### config.mk
export PLATFORM = sky130hd
export DESIGN_NAME = capture_fifo_apb
export DESIGN_NICKNAME = d
export VERILOG_FILES = /design/src/rtl/capture_fifo_pkg.sv /design/src/rtl/sync_fifo_core.sv /design/src/rtl/capture_fifo_apb.sv
export SDC_FILE = /design/constraint.sdc
export NUM_CORES = 1
export LEC_CHECK = 0
export CAP_MARGIN = 5
export CORE_UTILIZATION = 55
export CTS_CLUSTER_SIZE = 10
export DETAILED_ROUTE_END_ITERATION = 16
export PLACE_DENSITY_LB_ADDON = 0.08
export SYNTH_ARGS = -nofsm -noshare
export SYNTH_HDL_FRONTEND = slang
export SYNTH_SLANG_ARGS = --single-unit
### constraint.sdc
create_clock -name PCLK -period 6.15 [get_ports PCLK]
set_input_delay 1.23 -clock PCLK [delete_from_list [all_inputs] [get_ports PCLK]]
set_output_delay 1.23 -clock PCLK [all_outputs]
set_load 0.01 [all_outputs]
### src/rtl/capture_fifo_pkg.sv
// Shared register map, bit positions and control-register layout for the
// capture FIFO APB slave.
package capture_fifo_pkg;

  // Word offsets, compared against PADDR[3:2]
  localparam logic [1:0] ADDR_DATA   = 2'd0;
  localparam logic [1:0] ADDR_STATUS = 2'd1;
  localparam logic [1:0] ADDR_CTRL   = 2'd2;
  localparam logic [1:0] ADDR_CMD    = 2'd3;

  localparam int ST_EMPTY = 8;
  localparam int ST_FULL  = 9;
  localparam int ST_OVF   = 10;
  localparam int ST_UDF   = 11;

  localparam int CTRL_EN        = 0;
  localparam int CTRL_IRQ_EN    = 1;
  localparam int CTRL_THRESH_LO = 8;
  localparam int CTRL_THRESH_HI = 15;

  localparam int CMD_FLUSH   = 0;
  localparam int CMD_CLR_OVF = 1;
  localparam int CMD_CLR_UDF = 2;

  typedef struct packed {
    logic       en;
    logic       irq_en;
    logic [7:0] thresh;
  } ctrl_t;

endpackage

### src/rtl/sync_fifo_core.sv
// Single-clock FIFO: storage, wrapping pointers and occupancy count.
// Push is accepted when full only if a pop happens in the same cycle; flush wins over both.
module sync_fifo_core #(
  parameter int DATA_W = 32,
  parameter int DEPTH  = 16
) (
  input  logic                       clk,
  input  logic                       rst_n,
  input  logic                       push,
  input  logic                       pop,
  input  logic                       flush,
  input  logic [DATA_W-1:0]          wdata,
  output logic [DATA_W-1:0]          head,
  output logic [$clog2(DEPTH):0]     count,
  output logic                       full,
  output logic                       empty
);

  localparam int AW = $clog2(DEPTH);
  localparam logic [AW-1:0] PTR_ONE  = AW'(1);
  localparam logic [AW:0]   CNT_ONE  = (AW+1)'(1);
  localparam logic [AW:0]   CNT_FULL = (AW+1)'(DEPTH);

  logic [DATA_W-1:0] mem [DEPTH];
  logic [AW-1:0]     wr_ptr;
  logic [AW-1:0]     rd_ptr;
  logic              do_push;
  logic              do_pop;

  assign empty   = (count == '0);
  assign full    = (count == CNT_FULL);
  assign head    = mem[rd_ptr];
  assign do_pop  = pop & ~empty & ~flush;
  assign do_push = push & ~flush & (~full | do_pop);

  // Storage carries no reset; only pointers and count are control state
  always_ff @(posedge clk) begin
    if (do_push) mem[wr_ptr] <= wdata;
  end

  always_ff @(posedge clk or negedge rst_n) begin
    if (!rst_n) begin
      wr_ptr <= '0;
      rd_ptr <= '0;
      count  <= '0;
    end else if (flush) begin
      wr_ptr <= '0;
      rd_ptr <= '0;
      count  <= '0;
    end else begin
      if (do_push) wr_ptr <= wr_ptr + PTR_ONE;
      if (do_pop)  rd_ptr <= rd_ptr + PTR_ONE;
      case ({do_push, do_pop})
        2'b10:   count <= count + CNT_ONE;
        2'b01:   count <= count - CNT_ONE;
        default: count <= count;
      endcase
    end
  end

endmodule

### src/rtl/capture_fifo_apb.sv
// APB3 slave buffering captured count snapshots in a FIFO; DATA reads pop,
// with status, control, command and a level interrupt on threshold or overflow.
module capture_fifo_apb
  import capture_fifo_pkg::*;
#(
  parameter int DATA_W  = 32,
  parameter int DEPTH   = 16,
  parameter int THRESH0 = 8
) (
  input  logic              PCLK,
  input  logic              PRESETn,
  input  logic              PSEL,
  input  logic              PENABLE,
  input  logic              PWRITE,
  input  logic [15:0]       PADDR,
  input  logic [DATA_W-1:0] PWDATA,
  output logic [DATA_W-1:0] PRDATA,
  output logic              PREADY,
  output logic              PSLVERR,
  input  logic              cap_valid,
  input  logic [DATA_W-1:0] cap_data,
  output logic              irq
);

  localparam int AW = $clog2(DEPTH);

  ctrl_t             ctrl;
  logic              ovf;
  logic              udf;
  logic [DATA_W-1:0] head;
  logic [AW:0]       count;
  logic [7:0]        count_ext;
  logic              full;
  logic              empty;

  logic              setup;
  logic              access;
  logic              mapped;
  logic [1:0]        sel;
  logic              err;
  logic              pop;
  logic              udf_set;
  logic              ctrl_wr;
  logic              cmd_wr;
  logic              flush;
  logic              push;
  logic              ovf_set;
  logic [DATA_W-1:0] rd_val;
  logic              unused_bits;

  assign unused_bits = ^{PADDR[1:0], PWDATA[DATA_W-1:16], PWDATA[7:3]};

  assign setup  = PSEL & ~PENABLE;
  assign access = PSEL & PENABLE;
  assign mapped = (PADDR[15:4] == '0);
  assign sel    = PADDR[3:2];

  always_comb begin
    err = 1'b0;
    if (!mapped)     err = 1'b1;
    else if (PWRITE) err = (sel == ADDR_DATA) | (sel == ADDR_STATUS);
    else             err = (sel == ADDR_CMD) | ((sel == ADDR_DATA) & empty);
  end

  assign PREADY  = 1'b1;
  assign PSLVERR = access & err;

  assign pop     = access & ~PWRITE & mapped & (sel == ADDR_DATA) & ~empty;
  assign udf_set = access & ~PWRITE & mapped & (sel == ADDR_DATA) & empty;
  assign ctrl_wr = access & PWRITE & mapped & (sel == ADDR_CTRL);
  assign cmd_wr  = access & PWRITE & mapped & (sel == ADDR_CMD);
  assign flush   = cmd_wr & PWDATA[CMD_FLUSH];
  assign push    = cap_valid & ctrl.en;
  // A capture into a full FIFO survives only when a pop frees the slot the same cycle
  assign ovf_set = push & full & ~pop & ~flush;

  sync_fifo_core #(
    .DATA_W (DATA_W),
    .DEPTH  (DEPTH)
  ) u_fifo (
    .clk   (PCLK),
    .rst_n (PRESETn),
    .push  (push),
    .pop   (pop),
    .flush (flush),
    .wdata (cap_data),
    .head  (head),
    .count (count),
    .full  (full),
    .empty (empty)
  );

  assign count_ext = 8'(count);

  always_comb begin
    rd_val = '0;
    if (mapped) begin
      case (sel)
        ADDR_DATA:   if (!empty) rd_val = head;
        ADDR_STATUS: begin
          rd_val[AW:0]     = count;
          rd_val[ST_EMPTY] = empty;
          rd_val[ST_FULL]  = full;
          rd_val[ST_OVF]   = ovf;
          rd_val[ST_UDF]   = udf;
        end
        ADDR_CTRL: begin
          rd_val[CTRL_EN]                        = ctrl.en;
          rd_val[CTRL_IRQ_EN]                    = ctrl.irq_en;
          rd_val[CTRL_THRESH_HI:CTRL_THRESH_LO]  = ctrl.thresh;
        end
        default:     rd_val = '0;
      endcase
    end
  end

  always_ff @(posedge PCLK or negedge PRESETn) begin
    if (!PRESETn) begin
      ctrl   <= '{en: 1'b0, irq_en: 1'b0, thresh: 8'(THRESH0)};
      ovf    <= 1'b0;
      udf    <= 1'b0;
      PRDATA <= '0;
      irq    <= 1'b0;
    end else begin
      if (ctrl_wr) begin
        ctrl.en     <= PWDATA[CTRL_EN];
        ctrl.irq_en <= PWDATA[CTRL_IRQ_EN];
        ctrl.thresh <= PWDATA[CTRL_THRESH_HI:CTRL_THRESH_LO];
      end
      // A new event in the same cycle as its clear command leaves the flag set
      if (ovf_set)                              ovf <= 1'b1;
      else if (cmd_wr && PWDATA[CMD_CLR_OVF])   ovf <= 1'b0;
      if (udf_set)                              udf <= 1'b1;
      else if (cmd_wr && PWDATA[CMD_CLR_UDF])   udf <= 1'b0;
      // Read data is captured in the setup cycle and held through the access cycle
      if (setup && !PWRITE)                     PRDATA <= rd_val;
      else if (!(access && !PWRITE))            PRDATA <= '0;
      irq <= ctrl.irq_en &
             (((ctrl.thresh != 8'd0) && (count_ext >= ctrl.thresh)) | ovf);
    end
  end

endmodule

==> results of run 1 <==
sequential cells by signal (all words and copies together), names as in the netlist:
register / flops
u_fifo.mem: 512
PRDATA: 32
ctrl: 10
u_fifo.count: 5
u_fifo.rd_ptr: 4
u_fifo.wr_ptr: 4
irq: 1
ovf: 1
udf: 1
cell usage in the layout (no fill, tap or decap), types with 6 or more instances in the layout:
master / count
clkdlybuf4s50_1: 95
nand3_1: 17
a22oi_1: 13
and2_1: 6
a22o_1: 9
buf_4: 33
mux2i_1: 34
mux2_2: 11
nor2b_1: 7
nand2_1: 132
dfrtp_1: 53
inv_1: 11
ha_1: 13
edfxtp_1: 512
nor2_1: 17
o21ai_0: 30
a221oi_1: 24
clkbuf_1: 44
mux4_2: 112
a21oi_1: 45
o21a_1: 8
clkbuf_16: 69
nor2_4: 12
power by group through the flow:
stage	logic, mW	registers [mW]	clock network, mW
3_3_place_gp	0.106	4.30	0
5_1_grt	0.120	4.22	3.72
2_1_floorplan	0.00987	4.30	0
4_1_cts	0.110	4.22	3.57
6_report	0.109	4.22	3.51
3_5_place_dp	0.110	4.30	0
worst max-delay path by stage:
stage | startpoint | end | slack (ns) | cells after the start
final | PADDR[14] | PSLVERR | 1.45 | 7
after global routing | PADDR[10] | PSLVERR | 1.33 | 7
after CTS | PADDR[14] | PSLVERR | 1.45 | 7
after detailed placement | PADDR[14] | u_fifo.mem[14][18] | 1.45 | 7
after global placement | PADDR[14] | PSLVERR | 1.47 | 7
after floorplan | PWRITE | u_fifo.mem[1][0] | 1.16 | 6
metal layers:
layer | track usage | vias to the layer above | share of wire
li1 | - | 5145 | -
met1 | 0.341 | 6185 | 0.42
met2 | 0.424 | 365 | 0.50
met3 | 0.0429 | 92 | 0.047
met4 | 0.0869 | 0 | 0.028
met5 | 0 | - | 0
final cells by class:
cell class / instances / area, sq um / share of cell area
Sequential cell: 570 / 16800 / 0.643
Multi-Input combinational cell: 563 / 5430 / 0.207
Clock buffer: 114 / 1910 / 0.0727
Timing Repair Buffer: 133 / 1300 / 0.0496
Tap cell: 525 / 657 / 0.0251
Inverter: 12 / 45.0 / 0.00172
Clock inverter: 3 / 22.5 / 0.000860
kinds of logic (layout without fill, tap and decap cells):
logic type | after synthesis | count (layout)
muxes | 157 | 157
other | 1 | 1
adders and majority gates | 14 | 14
buffers and inverters | 77 | 262
and+or+nand+nor | 224 | 224
DFF | 570 | 570
AOI/OAI and AO/OA | 161 | 161
xor gates and xnor gates | 6 | 6
per-stage QoR:
stage,setup WS [ns],util,area [sq um]
after floorplan,1.16,-,22500
after global placement,1.47,0.607,24300
after detailed placement,1.45,0.607,24300
after CTS,1.45,0.655,26200
after global routing,1.33,0.655,26200
final,1.45,0.655,26200
worst min-delay path: stages, from the launching register on:
cell	delay [ns]
dfrtp_1	0.33
nand2_1	0.04
o21ai_0	0.06
==> impl_metrics.csv, run 1 <==
group,metric,value,unit
worst_setup_path,crit_type,"input port to output port",
worst_setup_path,reg2reg_setup_slack,2.92,ns
synthesis,ys_seq_area_frac,0.749,
power_and_ir_drop,ir_drop,0.000234,V
synthesis,synthMuxAreaShare,0.133,
power_and_ir_drop,p_comb_frac,0.014,
synthesis,yosysTopAreaCell,"edfxtp_1",
clock_tree,cts_tree,"yes",
placed_design,dp_cells,1803,
synthesis,synthSimpleGateAreaFrac,0.0450,
die,boundaryPins,121,
synthesis,synth_fa_ha_area_frac,0.00813,
worst_setup_path,reg2reg_from,"u_fifo.count[0]",
worst_setup_path,endpoint_kind,"output port",
power_and_ir_drop,swShare,0.190,
worst_setup_path,critical_path.max_stage_delay,0.60,ns
power_and_ir_drop,cell_internal_pwr,6.36,mW
synthesis,yosys-top-cells-area,"edfxtp_1, mux4_2, dfrtp_1",
global_routing,antenna_found_initial,0,
sta,rsz0062_at_grt,"no",
clock_tree,cts_made_buffers,67,
synthesis,synth_top_family_by_area,"multiplexers",
sta,worst_pin_slew,1.01,ns
die,dieArea,41700,sq um
worst_setup_path,r2r-end,"u_fifo.mem[14][6]",
worst_setup_path,critPathTopFamily,"buffers and inverters",
min_path,worstHoldPathCells,2,
run,cap_viol_max_count,0,
detailed_routing,drc,0,
detailed_routing,drtIter0Drc,868,
placed_design,place_congestion,0.801,
worst_setup_path,critPathMaxFanout,12,
power_and_ir_drop,seq_power_share,0.539,
worst_setup_path,rr_worst_depth,6,
clock_tree,clk_pin_slew,0.05,ns
synthesis,syn-cell-area,22500,sq um
sta,fin_crit,4.70,ns
detailed_routing,ant_nets,0,
final_layout,layout-drive-gt1-share,0.191,
worst_setup_path,timing.critical_path.buf_inv,3,
synthesis,synth_commonest_cells,"edfxtp_1, nand2_1, mux4_2",
placed_design,dpl.hpwl,28.1,mm
status,outcome,"finished, final reports clean",
sta,min_period_over_period,0.763,
final_layout,nNetsFinal,1447,
power_and_ir_drop,power.total,7.84,mW
clock_tree,cts_sinks,570,
synthesis,synthCells,1210,
sta,fmax,213,MHz
worst_setup_path,required,4.92,ns
synthesis,synth.avg_cell_area,18.6,sq um
synthesis,ys_seq_elements,570,
clock_tree,clock_latency,0.58,ns
detailed_routing,via_count,11800,
synthesis,synth.top_cell.area_share,0.684,
clock_tree,htree_levels,3,
synthesis,synth.distinct_cells,57,
final_layout,nFillCells,2785,
clock_tree,root_buffer,"clkbuf_16",
die,dieHeight,204,microns
worst_setup_path,start_kind,"input port",
sta,hold_viol,0,
clock_tree,cts_resized,0,
min_path,hold_start,"PRDATA[29]",
power_and_ir_drop,switchingPower,1.49,mW
detailed_routing,drt-pass1-iter-count,5,
worst_setup_path,cp_slowest_cell,"or4_4",
power_and_ir_drop,p_clk_frac,0.448,
global_routing,grt_max_degree,71,
clock_tree,holdBufCountCts,0,
synthesis,synth_warnings,0,
sta,hold-worst-slack,0.475,ns
sta,finalSetupViolCount,0,
global_routing,grt_usage,0.254,
detailed_routing,drt_wl_total,50.3,mm
global_routing,grt_pass1_vias,12400,
die,start_util,0.562,
min_path,whs_endpoint,"PRDATA[29]",
die,die_w,204,microns
clock_tree,cts_buffer_depth,3,
detailed_routing,vias_per_cell,6.14,
synthesis,syn_nets,1310,
power_and_ir_drop,p_per_area,299,nW/um^2
worst_setup_path,crit_path_cell_trace,"clkdlybuf4s50_1, or4_4, nor3_2, buf_4, o221ai_1, and3_1, clkdlybuf4s50_1",
worst_setup_path,cpMostUsedCell,"clkdlybuf4s50_1",
synthesis,ys.flop_type,"edfxtp_1",
synthesis,async_reset_ff_frac,0.102,
sta,tns,0,ns
sta,skew,0.0154,ns
die,core.rowCount,73,
global_routing,grt_pass1_wl,76.3,mm
power_and_ir_drop,p_leak,8.53,nW
final_layout,antennaDiodeCount,0,
synthesis,synth_edf_count,512,
worst_setup_path,cp_data_arrival_time,3.47,ns
synthesis,synth_xor_area_frac,0.00234,
min_path,hp-class,"register to register",
detailed_routing,wl_per_cell,26.2,microns
clock_tree,post-cts-setup-buffers,0,
final_layout,final_cells,1920,
sta,maxSlewHeadroom,0.323,
die,core_area,40000,sq um
placed_design,port_buffers,96,
synthesis,yosysMostFrequentCell,"edfxtp_1",
synthesis,synth_compound_area_frac,0.0483,
global_routing,globalRouteOverflowTotal,0,
final_layout,area_growth,16.6,%
sta,slew_viol_final,0,
No activity file was read; power rests on OpenSTA's default activity.
==> run 2, diff against run 1 <==
Clock period 6.15 ns to 4.36 ns, I/O delays scaled along.
==> run 2 against run 1 <==
  * Clock skew grew 0.0014 ns
  * Via count rose by 0.10%
  * Non-clock buffer count rose by 13
  * Utilization increased by 0.36 points
  * Final area rose by 0.55%
  * Sequential cell count did not move
  * Wire length shrank 0.56%
  * Setup slack got worse by 0.95 ns
  * Combinational power up 38%
  * Die area did not move
  * Critical path depth decreased by 1
  * Count of clock-buffer cells in the layout did not move
  * Critical path type unchanged
  * Largest cell class unchanged
==> impl_metrics.csv, run 2 (same netlist as run 1, synthesis figures left out) <==
group,metric,value,unit
worst_setup_path,critPathMaxFanout,4,
power_and_ir_drop,p_leak,8.59,nW
run,cap_viol_max_count,0,
final_layout,regMostFlops,"u_fifo.mem",
worst_setup_path,cp_slowest_cell,"or4_4",
worst_setup_path,cp_data_arrival_time,2.98,ns
clock_tree,cts_tree,"yes",
placed_design,port_buffers,96,
detailed_routing,drt_wl_total,50.0,mm
detailed_routing,drc,0,
detailed_routing,vias_per_cell,6.09,
sta,maxSlewHeadroom,0.374,
worst_setup_path,required,3.49,ns
global_routing,grtUsageMet1,0.345,
sta,finalSetupViolCount,0,
global_routing,globalRouteOverflowTotal,0,
placed_design,post-place-ws,0.396,ns
global_routing,top_usage_layer,"met2",
worst_setup_path,critical_path.max_stage_delay,0.60,ns
worst_setup_path,crit_type,"input port to output port",
die,core_area,40000,sq um
die,start_util,0.562,
detailed_routing,ant_nets,0,
sta,slew_viol_final,0,
sta,tns,0,ns
final_layout,final_util,0.659,
sta,fin_ws,0.505,ns
sta,fmax,259,MHz
clock_tree,cts_sinks,570,
die,core.rowCount,73,
global_routing,grt_pass1_vias,12100,
power_and_ir_drop,switchingPower,2.17,mW
sta,fin_crit,3.85,ns
power_and_ir_drop,seq_power_share,0.533,
power_and_ir_drop,p_per_area,424,nW/um^2
worst_setup_path,start_kind,"input port",
die,dieHeight,204,microns
global_routing,grt_pass1_wl,75.1,mm
worst_setup_path,crit_path_cell_trace,"clkdlybuf4s50_1, or4_4, nor3_2, o221ai_1, and3_1, clkdlybuf4s50_1",
placed_design,dpl.hpwl,27.4,mm
status,outcome,"finished, final reports clean",
worst_setup_path,critPathTopFamily,"simple AND/OR/NAND/NOR gates",
final_layout,layout-drive-gt1-share,0.201,
sta,min_period_over_period,0.884,
clock_tree,htree_levels,3,
final_layout,area_growth,17.2,%
die,die_w,204,microns
detailed_routing,drt-pass1-iter-count,5,
worst_setup_path,endpoint_kind,"output port",
die,dieArea,41700,sq um
global_routing,use_met2,0.410,
sta,hold_viol,0,
placed_design,place_congestion,0.820,
clock_tree,clock_latency,0.58,ns
global_routing,antenna_found_initial,0,
min_path,hp-class,"input port to async pin",
worst_setup_path,timing.critical_path.buf_inv,2,
clock_tree,cts_resized,0,
final_layout,final_cell_mix,"edfxtp_1, nand2_1, mux4_2",
clock_tree,cts_made_buffers,67,
clock_tree,post-cts-setup-buffers,0,
global_routing,grt_max_degree,115,
worst_setup_path,cpMostUsedCell,"clkdlybuf4s50_1",
clock_tree,cts_buffer_depth,3,
sta,skew,0.0168,ns
die,boundaryPins,121,
power_and_ir_drop,swShare,0.194,
final_layout,top_regs,"u_fifo.mem (512), PRDATA (32), ctrl (10)",
final_layout,nNetsFinal,1460,
final_layout,antennaDiodeCount,0,
sta,hold-worst-slack,0.426,ns
sta,worst_pin_slew,0.939,ns
clock_tree,clk_pin_slew,0.06,ns
power_and_ir_drop,p_comb_frac,0.013,
power_and_ir_drop,ir_drop,0.000313,V
clock_tree,holdBufCountCts,0,
detailed_routing,drtIter0Drc,816,
sta,rsz0062_at_grt,"no",
power_and_ir_drop,p_clk_frac,0.453,
global_routing,grt_usage,0.249,
global_routing,use_met3,0.0397,
clock_tree,root_buffer,"clkbuf_16",
power_and_ir_drop,cell_internal_pwr,9.00,mW
final_layout,layout_commonest_cell,"edfxtp_1",
final_layout,largest_register_ffs,512,
detailed_routing,via_count,11800,
detailed_routing,wl_per_cell,25.8,microns
==> run 2: changes by cell type in the layout (fill, tap and decap cells not counted) <==
cell | previous run | this run
nor3_4 | 0 | 4
buf_12 | 5 | 3
buf_4 | 33 | 48
inv_6 | 2 | 4
clkbuf_8 | 1 | 2
inv_16 | 0 | 1
clkbuf_1 | 44 | 43
nor3_2 | 5 | 1
==> run 2: worst paths after layout <==
check | startpoint | endpoint | slack (ns) | depth (start not counted)
worst min-delay path | PRESETn | ctrl[1] | 0.43 | 1
worst min register to register | PRDATA[7] | PRDATA[7] | 0.48 | 2
worst max-delay path | PADDR[14] | PSLVERR | 0.51 | 6
worst max register to register | u_fifo.count[2] | u_fifo.mem[2][27] | 1.43 | 6
max in group asynchronous | PRESETn | u_fifo.rd_ptr[1] | 3.25 | 1
min in group PCLK | PRDATA[7] | PRDATA[7] | 0.48 | 2
==> run 2: power by group through the flow <==
stage	registers (mW)	clock network (mW)	logic, mW
2_1_floorplan	6.07	0	0.0139
3_3_place_gp	6.07	0	0.144
3_5_place_dp	6.07	0	0.150
4_1_cts	5.96	5.15	0.151
5_1_grt	5.95	5.36	0.164
6_report	5.96	5.07	0.150
==> run 2: cell type report <==
type | instances | area [sq um]
tap | 525 | 657
multi-input combinational | 563 | 5460
inverter | 12 | 45.0
sequential | 570 | 16800
clock inverter | 6 | 60.1
fill | 2749 | 13700
timing repair buffer | 146 | 1370
clock buffer | 114 | 1920
==> run 2: layer usage <==
layer  vias up  part of all wire
met5         -                 0
met4         0             0.025
met3        94             0.052
met2       379              0.50
met1      6161              0.43
li1       5165                 -
==> run 2: stage by stage <==
step / area, sq um / std cells / total power, mW
2_1_floorplan: 22500 / 1210 / 6.08
3_3_place_gp: 24400 / 1816 / 6.21
3_5_place_dp: 24400 / 1816 / 6.22
4_1_cts: 26300 / 1936 / 11.3
5_1_grt: 26300 / 1936 / 11.5
6_report: 26300 / 1936 / 11.2
==> run 3, diff against run 2 <==
Settings changed: ABC_CLOCK_PERIOD_IN_PS from default to 4360, CAP_MARGIN 5 to 20, SETUP_SLACK_MARGIN from default to 0.15.
==> results of run 3 <==
Same layout as run 2: the final DEF is identical, and so are final timing and power.
